<file path="src/rtl/stream_pkg.sv">
// stream_pkg: constants and helpers shared by the stream merge blocks.
//   MODE_FIXED / MODE_RR : encodings of the MODE arbitration input
//   CH_MAX / ch_idx_t    : widest channel index the merge blocks support
//   sel_in_range()       : true when a select value names an existing channel
package stream_pkg;

  localparam logic MODE_FIXED = 1'b0;
  localparam logic MODE_RR    = 1'b1;

  localparam int CH_MAX = 16;

  // Channel index wide enough for the largest supported channel count.
  typedef logic [$clog2(CH_MAX)-1:0] ch_idx_t;

  // A select value is only a real channel when it is below the channel count.
  function automatic logic sel_in_range(input ch_idx_t sel, input int ch);
    return (int'(sel) < ch);
  endfunction

endpackage

</file>
<file path="src/rtl/stream_mux_rr_pick.sv">
// rr_pick: combinational round-robin picker.
// Searches req cyclically starting one position past ptr and returns the first
// requesting index.
//   req     [CH]  in  : per-channel request
//   ptr     [SW]  in  : last granted channel (search starts at ptr+1 mod CH)
//   gnt_idx [SW]  out : chosen channel (0 when gnt_vld=0)
//   gnt_vld       out : some channel was requesting
module rr_pick #(
  parameter  int CH = 4,
  localparam int SW = $clog2(CH)
) (
  input  logic [CH-1:0] req,
  input  logic [SW-1:0] ptr,
  output logic [SW-1:0] gnt_idx,
  output logic          gnt_vld
);

  // One extra bit so ptr+i (at most 2*CH-1) never overflows before the wrap.
  logic [SW:0] cand_s;
  logic        hit_s;

  // cyclic first-match search; later candidates are masked once one hits
  always_comb begin
    gnt_idx = '0;
    gnt_vld = 1'b0;
    cand_s  = '0;
    hit_s   = 1'b0;
    for (int i = 1; i <= CH; i++) begin
      cand_s  = {1'b0, ptr} + (SW+1)'(i);
      cand_s  = (cand_s >= (SW+1)'(CH)) ? (cand_s - (SW+1)'(CH)) : cand_s;
      hit_s   = req[cand_s[SW-1:0]] && !gnt_vld;
      gnt_vld = gnt_vld | hit_s;
      gnt_idx = hit_s ? cand_s[SW-1:0] : gnt_idx;
    end
  end

endmodule

</file>
<file path="src/rtl/stream_mux_rr.sv">
// stream_mux_rr: CH-input, WIDTH-bit flow-controlled merge point with a
// one-entry output register. Arbitration is either a fixed select (MODE=0,
// channel SEL) or round-robin (MODE=1).
// Optional feature macro: STREAM_MUX_LOCK_EN adds IN_LAST and holds the grant
// on one channel until the last beat of its packet has been taken.
//   CLK, RST_N          : clock and synchronous active-low reset
//   MODE, SEL           : arbitration mode and fixed-select channel
//   IN_VALID/IN_READY   : per-channel handshake, IN_READY is one-hot or zero
//   IN_DATA             : channel k in bits [k*WIDTH +: WIDTH]
//   IN_LAST             : packet end marker (STREAM_MUX_LOCK_EN only)
//   OUT_VALID/OUT_READY : output handshake
//   OUT_DATA, OUT_CH    : registered beat and the channel it came from
module stream_mux_rr
  import stream_pkg::*;
#(
  parameter  int WIDTH = 32,
  parameter  int CH    = 4,
  localparam int SW    = $clog2(CH)
) (
  input  logic                CLK,
  input  logic                RST_N,
  input  logic                MODE,
  input  logic [SW-1:0]       SEL,
  input  logic [CH-1:0]       IN_VALID,
  input  logic [CH*WIDTH-1:0] IN_DATA,
`ifdef STREAM_MUX_LOCK_EN
  input  logic [CH-1:0]       IN_LAST,
`endif
  output logic [CH-1:0]       IN_READY,
  output logic                OUT_VALID,
  output logic [WIDTH-1:0]    OUT_DATA,
  output logic [SW-1:0]       OUT_CH,
  input  logic                OUT_READY
);

  logic             out_valid_r;
  logic [WIDTH-1:0] out_data_r;
  logic [SW-1:0]    out_ch_r;
  logic [SW-1:0]    ptr_r;

  logic [SW-1:0]    rr_idx_s;
  logic             rr_vld_s;
  logic             sel_ok_s;
  logic [SW-1:0]    gnt_s;
  logic             gnt_vld_s;
  logic             can_load_s;
  logic             in_xfer_s;
  logic             out_xfer_s;
  logic             ptr_upd_s;
  logic [WIDTH-1:0] gnt_data_s;

`ifdef STREAM_MUX_LOCK_EN
  logic             lock_r;
  logic [SW-1:0]    lk_r;
  logic             gnt_last_s;
`endif

  rr_pick #(
    .CH (CH)
  ) u_rr_pick (
    .req     (IN_VALID),
    .ptr     (ptr_r),
    .gnt_idx (rr_idx_s),
    .gnt_vld (rr_vld_s)
  );

  assign sel_ok_s = sel_in_range(ch_idx_t'(SEL), CH);

  // Register can take a beat when empty or being drained; nothing is
  // accepted while reset is held so a reset cycle never swallows a beat.
  assign can_load_s = RST_N && (!out_valid_r || OUT_READY);
  assign in_xfer_s  = gnt_vld_s && can_load_s;
  assign out_xfer_s = out_valid_r && OUT_READY;

  // grant selection: lock overrides mode, then fixed select or round-robin
  always_comb begin
    gnt_s     = '0;
    gnt_vld_s = 1'b0;
`ifdef STREAM_MUX_LOCK_EN
    if (lock_r) begin
      gnt_s     = lk_r;
      gnt_vld_s = IN_VALID[lk_r];
    end else begin
`endif
      case (MODE)
        MODE_FIXED: begin
          if (sel_ok_s) begin
            gnt_s     = SEL;
            gnt_vld_s = IN_VALID[SEL];
          end else begin
            gnt_s     = '0;
            gnt_vld_s = 1'b0;
          end
        end
        MODE_RR: begin
          gnt_s     = rr_idx_s;
          gnt_vld_s = rr_vld_s;
        end
        default: begin
          gnt_s     = '0;
          gnt_vld_s = 1'b0;
        end
      endcase
`ifdef STREAM_MUX_LOCK_EN
    end
`endif
  end

  // one-hot ready and AND-OR data mux for the granted channel
  always_comb begin
    IN_READY   = '0;
    gnt_data_s = '0;
    for (int k = 0; k < CH; k++) begin
      IN_READY[k] = in_xfer_s && (gnt_s == SW'(k));
      gnt_data_s  = gnt_data_s |
                    ({WIDTH{gnt_s == SW'(k)}} & IN_DATA[k*WIDTH +: WIDTH]);
    end
  end

`ifdef STREAM_MUX_LOCK_EN
  assign gnt_last_s = IN_LAST[gnt_s];
  // Round-robin only advances at packet boundaries so a locked packet does
  // not cost its channel a turn; fixed mode tracks every transfer.
  assign ptr_upd_s  = in_xfer_s && ((MODE == MODE_FIXED) || gnt_last_s);
`else
  // Pointer follows every accepted beat in both modes so round-robin
  // resumes after the most recently served channel following a mode switch.
  assign ptr_upd_s  = in_xfer_s;
`endif

  // output register and round-robin pointer
  always_ff @(posedge CLK) begin
    if (!RST_N) begin
      out_valid_r <= 1'b0;
      out_data_r  <= '0;
      out_ch_r    <= '0;
      ptr_r       <= SW'(CH-1);
    end else begin
      if (in_xfer_s) begin
        out_valid_r <= 1'b1;
        out_data_r  <= gnt_data_s;
        out_ch_r    <= gnt_s;
      end else if (out_xfer_s) begin
        out_valid_r <= 1'b0;
      end
      if (ptr_upd_s) begin
        ptr_r <= gnt_s;
      end
    end
  end

`ifdef STREAM_MUX_LOCK_EN
  // packet lock: held from a non-last beat until the channel's last beat
  always_ff @(posedge CLK) begin
    if (!RST_N) begin
      lock_r <= 1'b0;
      lk_r   <= '0;
    end else if (in_xfer_s) begin
      lock_r <= !gnt_last_s;
      lk_r   <= gnt_s;
    end
  end
`endif

  assign OUT_VALID = out_valid_r;
  assign OUT_DATA  = out_data_r;
  assign OUT_CH    = out_ch_r;

endmodule
</file>
<file path="config.mk">
export PLATFORM = sky130hd
export DESIGN_NAME = stream_mux_rr
export DESIGN_NICKNAME = d
export VERILOG_FILES = /design/src/rtl/stream_pkg.sv /design/src/rtl/stream_mux_rr_pick.sv /design/src/rtl/stream_mux_rr.sv
export SDC_FILE = /design/constraint.sdc
export NUM_CORES = 1
export LEC_CHECK = 0
export BUFFER_PORTS_ARGS = -buffer_cell sky130_fd_sc_hd__buf_2
export CAP_MARGIN = 20
export CELL_PAD_IN_SITES_DETAIL_PLACEMENT = 0
export CELL_PAD_IN_SITES_GLOBAL_PLACEMENT = 1
export CORE_MARGIN = 2
export CORE_UTILIZATION = 26
export CTS_BUF_LIST = sky130_fd_sc_hd__clkbuf_8
export DETAILED_ROUTE_END_ITERATION = 10
export PLACE_DENSITY = 0.84
export SYNTH_ARGS = -nofsm -noshare
export SYNTH_HDL_FRONTEND = slang
export SYNTH_HIERARCHICAL = 1
export SYNTH_SLANG_ARGS = --single-unit
</file>
<file path="constraint.sdc">
create_clock -name CLK -period 2.4 [get_ports CLK]
set_input_delay 0.24 -clock CLK [delete_from_list [all_inputs] [get_ports CLK]]
set_output_delay 0.24 -clock CLK [all_outputs]
set_load 0.01 [all_outputs]
</file>
==> flow_metrics.py, run 1 <==
metrics = {
    "place": {
        "dp_slack_ns": 0.255,
        "port_buffers": 176,
        "dp_cells": 428,
        "gp_congestion": 0.769,
        "place_hpwl_um": 5320,
        "dpl-instance-area_um2": 3140,
    },
    "drt": {
        "drt_iter0_markers": 33,
        "vias": 2087,
        "dr.pass1.iters": 4,
        "wl_um": 6460,
        "ant_nets": 0,
        "wl_per_cell_um": 14.8,
        "drc": 0,
        "vias_per_cell": 4.78,
    },
    "sta": {
        "rsz0062_at_grt": "false",
        "setup_tns_ns": 0,
        "skew_ns": 0.00584,
        "hold_viol_final": 0,
        "fin_hold_ws_ns": 0.222,
        "period_minus_slack_ns": 2.14,
        "slew_viol_final": 0,
        "fin_ws_ns": 0.262,
        "finalCritPeriodShare_pct": 89.1,
        "worst_pin_slew_ns": 0.894,
        "slew_headroom_pct": 40.3,
        "setup_violations": 0,
        "timing.fmax_mhz": 468,
    },
    "status": {
        "status": "complete, no violations",
    },
    "floorplan": {
        "io_pins": 177,
        "rows": 32,
        "dieArea_um2": 8870,
        "core-area_um2": 7810,
        "die-width_um": 94.2,
        "initial_core_util_pct": 27.1,
        "fp.dieH_um": 94.2,
    },
    "clocking": {
        "numCtsBuffers": 5,
        "cts_tree": "built",
        "cts_num_sinks": 37,
        "clock_latency_ns": 0.28,
        "root_buffer": "clkbuf_8",
        "cts_hold_buf": 0,
        "clock_path_buffers": 2,
        "h-tree-depth": 2,
        "cts_resized": 0,
        "cts.clk_slew.worst_paths_ns": 0.08,
        "post_cts_buffers": 0,
    },
    "synthesis": {
        "ys_types": 24,
        "synth_fp_nets": 297,
        "synth_area_um2": 2110,
        "yosysWarnings": 6,
        "synthXorXnorAreaFrac_pct": 0,
        "syn_area_per_cell_um2": 13.3,
        "synth-simple-area-share_pct": 4.85,
        "synthAdderAreaFrac_pct": 0,
        "synth_top_family_by_area": "multiplexers",
        "netlist_instances": 159,
        "synth_compound_area_share_pct": 18.7,
        "synthMuxAreaShare_pct": 36.5,
        "ys_seq_area_share_pct": 35.1,
        "ys_ff_latch": 37,
    },
    "critical_path": {
        "start_kind": "flop",
        "critPathMaxStageDelay_ns": 0.51,
        "crit_type": "reg2reg",
        "r2r.worst_path.cells": 6,
        "timing.rr.start": "ptr_r[1]",
        "worstPathCellList": "mux2i_1 -> o221ai_2 -> a21oi_4 -> buf_12 -> mux4_2 -> a22o_1",
        "end_kind": "flop",
        "required_ns": 2.58,
        "reg2reg_slack_ns": 0.26,
        "path_max_fanout": 18,
        "worstReg2RegEnd": "OUT_DATA[6]",
        "slowest_stage": "mux4_2",
        "worst_ep_arrival_time_ns": 2.32,
    },
    "power": {
        "total_power_mw": 2.03,
        "p_leak_nw": 1.63,
        "p_per_area_nw_per_um2": 618,
        "peakVddDrop_v": 0.000258,
    },
    "grt": {
        "grt_antenna_before_repair": 1,
        "grt_max_degree": 33,
        "grt_pass1_vias": 2133,
        "grt_pass1_wl_um": 9800,
        "grt_overflow": 0,
        "grt.total_usage_pct": 14.1,
    },
    "final_layout": {
        "design_area_um2": 3280,
        "postLayoutCoreUtil_pct": 42.0,
        "drive_gt1_share_pct": 68.9,
        "nNetsFinal": 471,
        "fin_cells": 437,
        "syn_to_final_growth_pct": 55.1,
        "fillerInstances": 778,
    },
    "min_path": {
        "hold_depth": 3,
        "hold_end": "OUT_CH[1]",
        "worstHoldStart": "RST_N",
        "hold_path.class": "in2reg",
    },
    "flow_run": {
        "cap_violations": 0,
    },
}
kinds of logic (layout without fill, tap and decap cells):
group / count (synthesis) / in the layout
AO/OA/AOI/OAI: 48 / 48
multiplexers: 37 / 37
flip-flops: 37 / 37
buffers and inverters: 20 / 195
AND/OR/NAND/NOR: 17 / 17
other: 0 / 1
worst max-delay path: cells and delay by family (launching register included):
kind	cells	cell delay, ns
mux	2	0.77
flops	1	0.44
buf+inv	1	0.21
compound gates	3	0.62
cell usage after synthesis:
cell type | number | area [µm²]
dfxtp_1 | 37 | 741
a22o_1 | 32 | 280
mux4_2 | 32 | 721
buf_2 | 7 | 35.0
a21oi_1 | 6 | 30.0
buf_4 | 5 | 37.5
mux2i_1 | 5 | 50.1
inv_1 | 4 | 15.0
nor2_1 | 4 | 15.0
and3_1 | 3 | 18.8
clkbuf_1 | 3 | 11.3
nand2_1 | 3 | 11.3
nand2b_1 | 3 | 18.8
a211oi_1 | 2 | 15.0
a21oi_2 | 2 | 17.5
a31oi_1 | 2 | 12.5
nor3b_2 | 2 | 25.0
a21o_1 | 1 | 7.51
a222oi_1 | 1 | 10.0
and2b_1 | 1 | 7.51
clkbuf_2 | 1 | 5.00
nor2b_1 | 1 | 6.26
o21a_1 | 1 | 7.51
o221ai_2 | 1 | 15.0
metal layers:
| layer | global-route usage [%] | share of wire, % | up-vias |
|---|---|---|---|
| met5 | 0 | 0 | - |
| met4 | 4.95 | 2.0 | 0 |
| met3 | 4.25 | 9.2 | 11 |
| met2 | 25.1 | 50 | 108 |
| met1 | 15.9 | 39 | 963 |
| li1 | - | - | 1005 |
how the worst max path moves through the flow:
stage,endpoint,slack [ns],cells past startpoint,from
after floorplan,OUT_DATA[12],0.10,6,ptr_r[1]
after global placement,OUT_DATA[26],0.31,6,MODE
after detailed placement,OUT_DATA[6],0.25,6,ptr_r[1]
after CTS,OUT_DATA[6],0.24,6,ptr_r[1]
after global routing,IN_READY[0],0.14,7,ptr_r[1]
final,OUT_DATA[6],0.26,6,ptr_r[1]
registers in the layout, summed over array words and instances (netlist names):
register	cells
ptr_r	2
OUT_VALID	1
OUT_CH	2
OUT_DATA	32
cells in the final DEF (no fill, tap or decap), drive strengths merged:
| master | count |
|---|---|
| buf | 183 |
| dfxtp | 37 |
| mux4 | 32 |
| a22o | 32 |
| a21oi | 8 |
| clkbuf | 5 |
| mux2i | 5 |
| inv | 4 |
| nor2 | 4 |
| nand2 | 3 |
| and3 | 3 |
| nand2b | 3 |
| nor3b | 2 |
| a31oi | 2 |
| a211oi | 2 |
| bufinv | 2 |
| diode | 1 |
| nor2b | 1 |
| a21o | 1 |
| a222oi | 1 |
| o21a | 1 |
| clkinv | 1 |
| and2b | 1 |
| o221ai | 1 |
final cells by class:
class	instances	area, µm²	share of cell area, %
inverter	4	15.0	0.458
timing repair buffer	183	958	29.2
clock inverter	3	65.1	1.98
clock buffer	5	68.8	2.10
multi-input combinational	102	1300	39.7
antenna	1	2.50	0.0763
tap	102	128	3.89
sequential	37	741	22.6
power by group:
| part | switching (mW) | internal (mW) | leakage (nW) |
|---|---|---|---|
| sequential | 0.0426 | 0.694 | 0.306 |
| clock | 0.230 | 0.413 | 0.0681 |
| combinational | 0.275 | 0.373 | 1.25 |
| total | 0.547 | 1.48 | 1.63 |
Power figures use the tool's default switching activity.
==> inputs of run 2 (changes only) <==
--- a/config.mk
+++ b/config.mk
@@ -10,11 +10,10 @@
 export CELL_PAD_IN_SITES_DETAIL_PLACEMENT = 0
 export CELL_PAD_IN_SITES_GLOBAL_PLACEMENT = 1
 export CORE_MARGIN = 2
-export CORE_UTILIZATION = 26
+export CORE_UTILIZATION = 32
 export CTS_BUF_LIST = sky130_fd_sc_hd__clkbuf_8
 export DETAILED_ROUTE_END_ITERATION = 10
-export PLACE_DENSITY = 0.84
+export PLACE_DENSITY = 0.93
 export SYNTH_ARGS = -nofsm -noshare
 export SYNTH_HDL_FRONTEND = slang
-export SYNTH_HIERARCHICAL = 1
 export SYNTH_SLANG_ARGS = --single-unit
==> constraint.sdc (replaced) <==
create_clock -name CLK -period 2.6 [get_ports CLK]
set_input_delay 0.26 -clock CLK [delete_from_list [all_inputs] [get_ports CLK]]
set_output_delay 0.26 -clock CLK [all_outputs]
set_load 0.01 [all_outputs]
==> run 2 against run 1 <==
  * Global-route usage up 1.2 points
  * Register-to-register slack improved by 0.30 ns
  * Setup slack better by 0.030 ns
  * Via count grew 14%
  * Routed wire length fell by 0.29%
  * Final cell count up 14%
  * Largest cell class unchanged
==> flow_metrics.py, run 2 <==
metrics = {
    "floorplan": {
        "core-area_um2": 7290,
        "io_pins": 177,
        "initial_core_util_pct": 33.3,
        "die-width_um": 91.1,
        "rows": 31,
        "dieArea_um2": 8290,
        "fp.dieH_um": 91.1,
    },
    "final_layout": {
        "nNetsFinal": 538,
        "fillerInstances": 718,
        "register_area_um2": 741,
        "layout_common_cells": "176 x buf_2, 65 x mux2i_1, 37 x dfxtp_1",
        "drive_gt1_share_pct": 56.9,
        "num_antenna_cells": 0,
        "syn_to_final_growth_pct": 45.2,
        "largest_reg_flops": 32,
        "final_common_cell": "buf_2",
        "design_area_um2": 3520,
        "fin_cells": 500,
        "multi_input_area_um2": 1560,
    },
    "clocking": {
        "cts.clk_slew.worst_paths_ns": 0.07,
        "cts_tree": "built",
        "h-tree-depth": 2,
        "cts_resized": 0,
        "clock_path_buffers": 2,
        "root_buffer": "clkbuf_8",
        "cts_num_sinks": 37,
        "clock_latency_ns": 0.28,
        "numCtsBuffers": 5,
    },
    "power": {
        "p_leak_nw": 1.70,
        "p_per_area_nw_per_um2": 521,
        "peakVddDrop_v": 0.000222,
        "total_power_mw": 1.83,
    },
    "critical_path": {
        "end_kind": "primary output",
        "worstPathCellList": "and3b_1 -> a221oi_1 -> o221ai_4 -> buf_12 -> nor2b_1 -> buf_2",
        "required_ns": 2.34,
        "crit_type": "reg2out",
        "slowest_stage": "dfxtp_1",
        "start_kind": "flop",
        "path_max_fanout": 70,
        "worst_ep_arrival_time_ns": 2.05,
        "critPathMaxStageDelay_ns": 0.45,
    },
    "sta": {
        "finalCritPeriodShare_pct": 88.8,
        "worst_pin_slew_ns": 0.439,
        "rsz0062_at_grt": "false",
        "slew_viol_final": 0,
        "period_minus_slack_ns": 2.31,
        "setup_tns_ns": 0,
        "setup_violations": 0,
        "slew_headroom_pct": 70.8,
        "hold_viol_final": 0,
        "skew_ns": 0.00406,
        "timing.fmax_mhz": 433,
    },
    "drt": {
        "top_layer_used": "met4",
        "ant_nets": 0,
        "dr.pass1.iters": 4,
        "wl_per_cell_um": 12.9,
        "vias_per_cell": 4.74,
        "vias": 2369,
        "drt_iter0_markers": 32,
        "drc": 0,
        "wl_met3_um": 509,
        "wl_met1_um": 2620,
        "met2_wirelength_um": 3220,
        "wl_um": 6440,
    },
    "grt": {
        "grt_antenna_before_repair": 0,
        "grt_pass1_vias": 2318,
        "grt_pass1_wl_um": 10500,
        "grt_max_degree": 71,
        "grt_overflow": 0,
        "grt.total_usage_pct": 15.3,
    },
    "synthesis": {
        "synth_top_area_cell": "dfxtp_1",
        "synth_edf_count": 0,
        "synth_top_area_share_pct": 30.5,
        "ys_async_sr_fraction_pct": 0,
        "synth_area_um2": 2420,
        "ys_top_cells_by_count": "65 x mux2i_1, 37 x dfxtp_1, 33 x nand2_1",
        "synth_fp_nets": 364,
        "synth_ff_type": "dfxtp_1",
        "synth_most_common_cell": "mux2i_1",
        "netlist_instances": 226,
        "ys_seq_area_share_pct": 30.5,
        "yosysWarnings": 0,
        "syn_area_per_cell_um2": 10.7,
        "ys_ff_latch": 37,
        "ys_types": 29,
        "synth_area_leaders": "dfxtp_1 31%, mux2i_1 27%, o221ai_2 18%",
    },
    "min_path": {
        "hold_path.class": "in2reg",
    },
    "place": {
        "port_buffers": 176,
        "gp_congestion": 0.693,
        "dp_cells": 490,
        "place_hpwl_um": 5120,
        "dpl-instance-area_um2": 3390,
    },
    "flow_run": {
        "cap_violations": 0,
    },
    "status": {
        "status": "complete, no violations",
    },
}
[run 2: cell type report]
cell class,count,area share (%)
flip-flops and latches,37,21.0
inverters,3,0.320
repair buffers,184,27.4
well taps,99,3.52
clock inverters,2,0.959
multi-input cells,169,44.4
clock buffers,6,2.35
[run 2: critical path: cells and delay by family, from the launching register on]
family | cells | cell delay, ns
AND/OR/NAND/NOR | 2 | 0.38
AO/OA/AOI/OAI | 2 | 0.52
flip-flops | 1 | 0.45
buffers and inverters | 2 | 0.39
[run 2: worst paths after layout]
| check | from | end | slack, ns | depth (start not counted) |
|---|---|---|---|---|
| max reg2reg | ptr_r[0] | OUT_DATA[16] | 0.56 | 7 |
| max | ptr_r[0] | IN_READY[3] | 0.29 | 6 |
| min | RST_N | ptr_r[0] | 0.23 | 2 |
| min reg2reg | OUT_DATA[3] | OUT_DATA[3] | 0.46 | 2 |
[run 2: cells by family (layout without fill, tap and decap cells)]
| logic type | after synthesis | after routing | share of synthesized area (%) |
|---|---|---|---|
| and+or+nand+nor | 56 | 56 | 11.6 |
| AOI/OAI and AO/OA | 46 | 46 | 23.5 |
| DFF | 37 | 37 | 30.5 |
| muxes | 67 | 67 | 28.7 |
| buffers and inverters | 20 | 195 | 5.73 |
[run 2: routing by layer]
metal  up-vias  GRT usage, %
met5         -             0
met4         0          4.92
met3        10          3.82
met2       100          27.6
met1      1048          17.7
li1       1211             -
[run 2: power by group]
part	internal, mW	switching [mW]
registers	0.645	0.0409
clock network	0.309	0.202
logic	0.318	0.318
total	1.27	0.561
[run 2: what timing repair did]
| action | CTS | global route |
|---|---|---|
| hold endpoints to repair | 0 | 0 |
| setup endpoints to repair | 0 | 2 |
| hold buffers | 0 | 0 |
| setup buffers | 0 | 2 |
[run 2: per-stage QoR]
| step | hold slack, ns | util [%] | worst slack [ns] |
|---|---|---|---|
| floorplan | 0.336 | - | 0.680 |
| global placement | 0.440 | 46.5 | 0.411 |
| detailed placement | 0.446 | 46.5 | 0.370 |
| CTS | 0.216 | 48.1 | 0.0652 |
| global route | 0.237 | 48.3 | 0.134 |
| finish | 0.228 | 48.3 | 0.292 |
==> inputs of run 3 (changes only) <==
--- a/config.mk
+++ b/config.mk
@@ -10,10 +10,11 @@
 export CELL_PAD_IN_SITES_DETAIL_PLACEMENT = 0
 export CELL_PAD_IN_SITES_GLOBAL_PLACEMENT = 1
 export CORE_MARGIN = 2
-export CORE_UTILIZATION = 32
+export CORE_UTILIZATION = 26
 export CTS_BUF_LIST = sky130_fd_sc_hd__clkbuf_8
 export DETAILED_ROUTE_END_ITERATION = 10
-export PLACE_DENSITY = 0.93
+export PLACE_DENSITY = 0.84
 export SYNTH_ARGS = -nofsm -noshare
 export SYNTH_HDL_FRONTEND = slang
+export SYNTH_HIERARCHICAL = 1
 export SYNTH_SLANG_ARGS = --single-unit
==> constraint.sdc (replaced) <==
create_clock -name CLK -period 2 [get_ports CLK]
set_input_delay 0.2 -clock CLK [delete_from_list [all_inputs] [get_ports CLK]]
set_output_delay 0.2 -clock CLK [all_outputs]
set_load 0.01 [all_outputs]
==> run 3 against run 2 <==
  * Total power is 33% higher
  * The run now ends with negative setup slack left
  * Setup slack worse by 0.37 ns
  * Sequential power is 29% higher
  * Largest power group is now combinational cells
==> flow_metrics.py, run 3 (synthesis gave the netlist of run 1 again) <==
metrics = {
    "drt": {
        "wl_um": 7070,
        "ant_nets": 0,
        "drc": 0,
        "wl_per_cell_um": 15.8,
        "vias": 2205,
        "dr.pass1.iters": 4,
        "drt_iter0_markers": 55,
        "vias_per_cell": 4.91,
    },
    "place": {
        "port_buffers": 176,
        "place_hpwl_um": 5390,
        "dp_slack_ns": -0.0932,
        "gp_congestion": 0.744,
    },
    "final_layout": {
        "drive_gt1_share_pct": 71.5,
        "fillerInstances": 754,
        "largest_reg_flops": 32,
        "num_antenna_cells": 0,
        "postLayoutCoreUtil_pct": 44.5,
        "final_common_cell": "buf_2",
        "nNetsFinal": 484,
        "layout_common_cells": "176 x buf_2, 36 x dfxtp_1, 32 x mux4_2, 32 x a22o_1, 11 x buf_4",
        "syn_to_final_growth_pct": 64.5,
    },
    "critical_path": {
        "critPathMaxStageDelay_ns": 0.50,
        "cp_num_buf_inv": 2,
        "worst_ep_arrival_time_ns": 2.26,
        "slowest_stage": "mux4_2",
        "crit_type": "reg2reg",
        "path_max_fanout": 9,
        "start_kind": "flop",
        "cpMostUsedCell": "buf_12",
        "worstPathCellList": "nand2b_4 -> a21oi_2 -> o221ai_2 -> a21oi_4 -> buf_12 -> buf_12 -> mux4_2 -> a22o_1",
        "r2r.worst_path.cells": 8,
        "cp.depth": 8,
        "crit_family": "compound AO/OA/AOI/OAI gates",
        "end_kind": "flop",
        "required_ns": 2.19,
    },
    "min_path": {
        "hold_depth": 3,
        "hold_path.class": "in2reg",
    },
    "floorplan": {
        "dieArea_um2": 8870,
        "initial_core_util_pct": 27.1,
        "core-area_um2": 7810,
        "io_pins": 177,
        "rows": 32,
        "fp.dieH_um": 94.2,
        "die-width_um": 94.2,
    },
    "sta": {
        "slew_headroom_pct": 39.4,
        "fin_ws_ns": -0.0792,
        "worst_pin_slew_ns": 0.908,
        "period_minus_slack_ns": 2.08,
        "timing.fmax_mhz": 481,
        "slew_viol_final": 0,
        "setup_violations": 34,
        "rsz0062_at_grt": "true",
        "hold_viol_final": 0,
        "fin_hold_ws_ns": 0.190,
        "skew_ns": 0.00487,
        "finalCritPeriodShare_pct": 104,
    },
    "grt": {
        "grt_pass1_vias": 2238,
        "grt.total_usage_pct": 15.5,
        "grt_antenna_before_repair": 0,
        "grt_pass1_wl_um": 10600,
        "grt_max_degree": 33,
        "grt_overflow": 0,
    },
    "clocking": {
        "cts.clk_slew.worst_paths_ns": 0.08,
        "cts_num_sinks": 37,
        "clock_path_buffers": 2,
        "cts_hold_buf": 0,
        "h-tree-depth": 2,
        "clock_latency_ns": 0.29,
        "numCtsBuffers": 5,
        "cts_tree": "built",
        "root_buffer": "clkbuf_8",
    },
    "power": {
        "p_per_area_nw_per_um2": 704,
        "total_power_mw": 2.45,
        "p_leak_nw": 1.73,
        "peakVddDrop_v": 0.000292,
    },
    "status": {
        "violations": "negative setup slack",
        "status": "finished with violations",
    },
    "flow_run": {
        "cap_violations": 0,
    },
}
[run 3: worst min-delay path, stage by stage]
cell,delay [ns]
buf_2,0.11
nand2_1,0.06
mux2i_1,0.05
[run 3: power breakdown]
part | switching [mW] | leakage (nW) | total [mW] | internal (mW)
registers | 0.0511 | 0.306 | 0.884 | 0.833
logic | 0.367 | 1.36 | 0.898 | 0.532
clock network | 0.264 | 0.0626 | 0.665 | 0.402
total | 0.681 | 1.73 | 2.45 | 1.77
[run 3: final cells by class]
| class | count | area [µm²] | share of cell area, % |
|---|---|---|---|
| multi-input cells | 102 | 1320 | 38.0 |
| repair buffers | 196 | 1150 | 33.2 |
| flip-flops and latches | 37 | 742 | 21.3 |
| well taps | 102 | 128 | 3.67 |
| clock buffers | 6 | 82.6 | 2.37 |
| clock inverters | 2 | 33.8 | 0.972 |
| inverters | 4 | 15.0 | 0.432 |
[run 3: worst paths after layout]
kind,endpoint,startpoint,slack [ns]
worst max-delay path,OUT_DATA[6],ptr_r[1],-0.08
worst min register to register,OUT_CH[1],OUT_CH[1],0.46
worst min-delay path,OUT_CH[1],RST_N,0.19
worst max register to register,OUT_DATA[6],ptr_r[1],-0.08
[run 3: layer usage]
layer	vias up	track usage [%]	part of all wire, %
li1	1030	-	-
met1	1055	18.4	40
met2	110	27.4	51
met3	10	2.97	7.7
met4	0	5.92	1.4
met5	-	0	0
[run 3: what timing repair did]
action                     in CTS  in global routing
gates cloned                    1                  2
pin swaps                       2                  3
resized for setup               8                  6
setup endpoints to repair      36                 36
buffers inserted                5                  3
[run 3: through the flow]
| stage | cell area (µm²) | TNS (ns) | cells |
|---|---|---|---|
| 2_1_floorplan | 2150 | -2.64 | 159 |
| 3_3_place_gp | 3190 | -1.15 | 432 |
| 3_5_place_dp | 3190 | -1.98 | 432 |
| 4_1_cts | 3410 | -1.15 | 446 |
| 5_1_grt | 3480 | -4.44 | 449 |
| 6_report | 3480 | -1.64 | 449 |
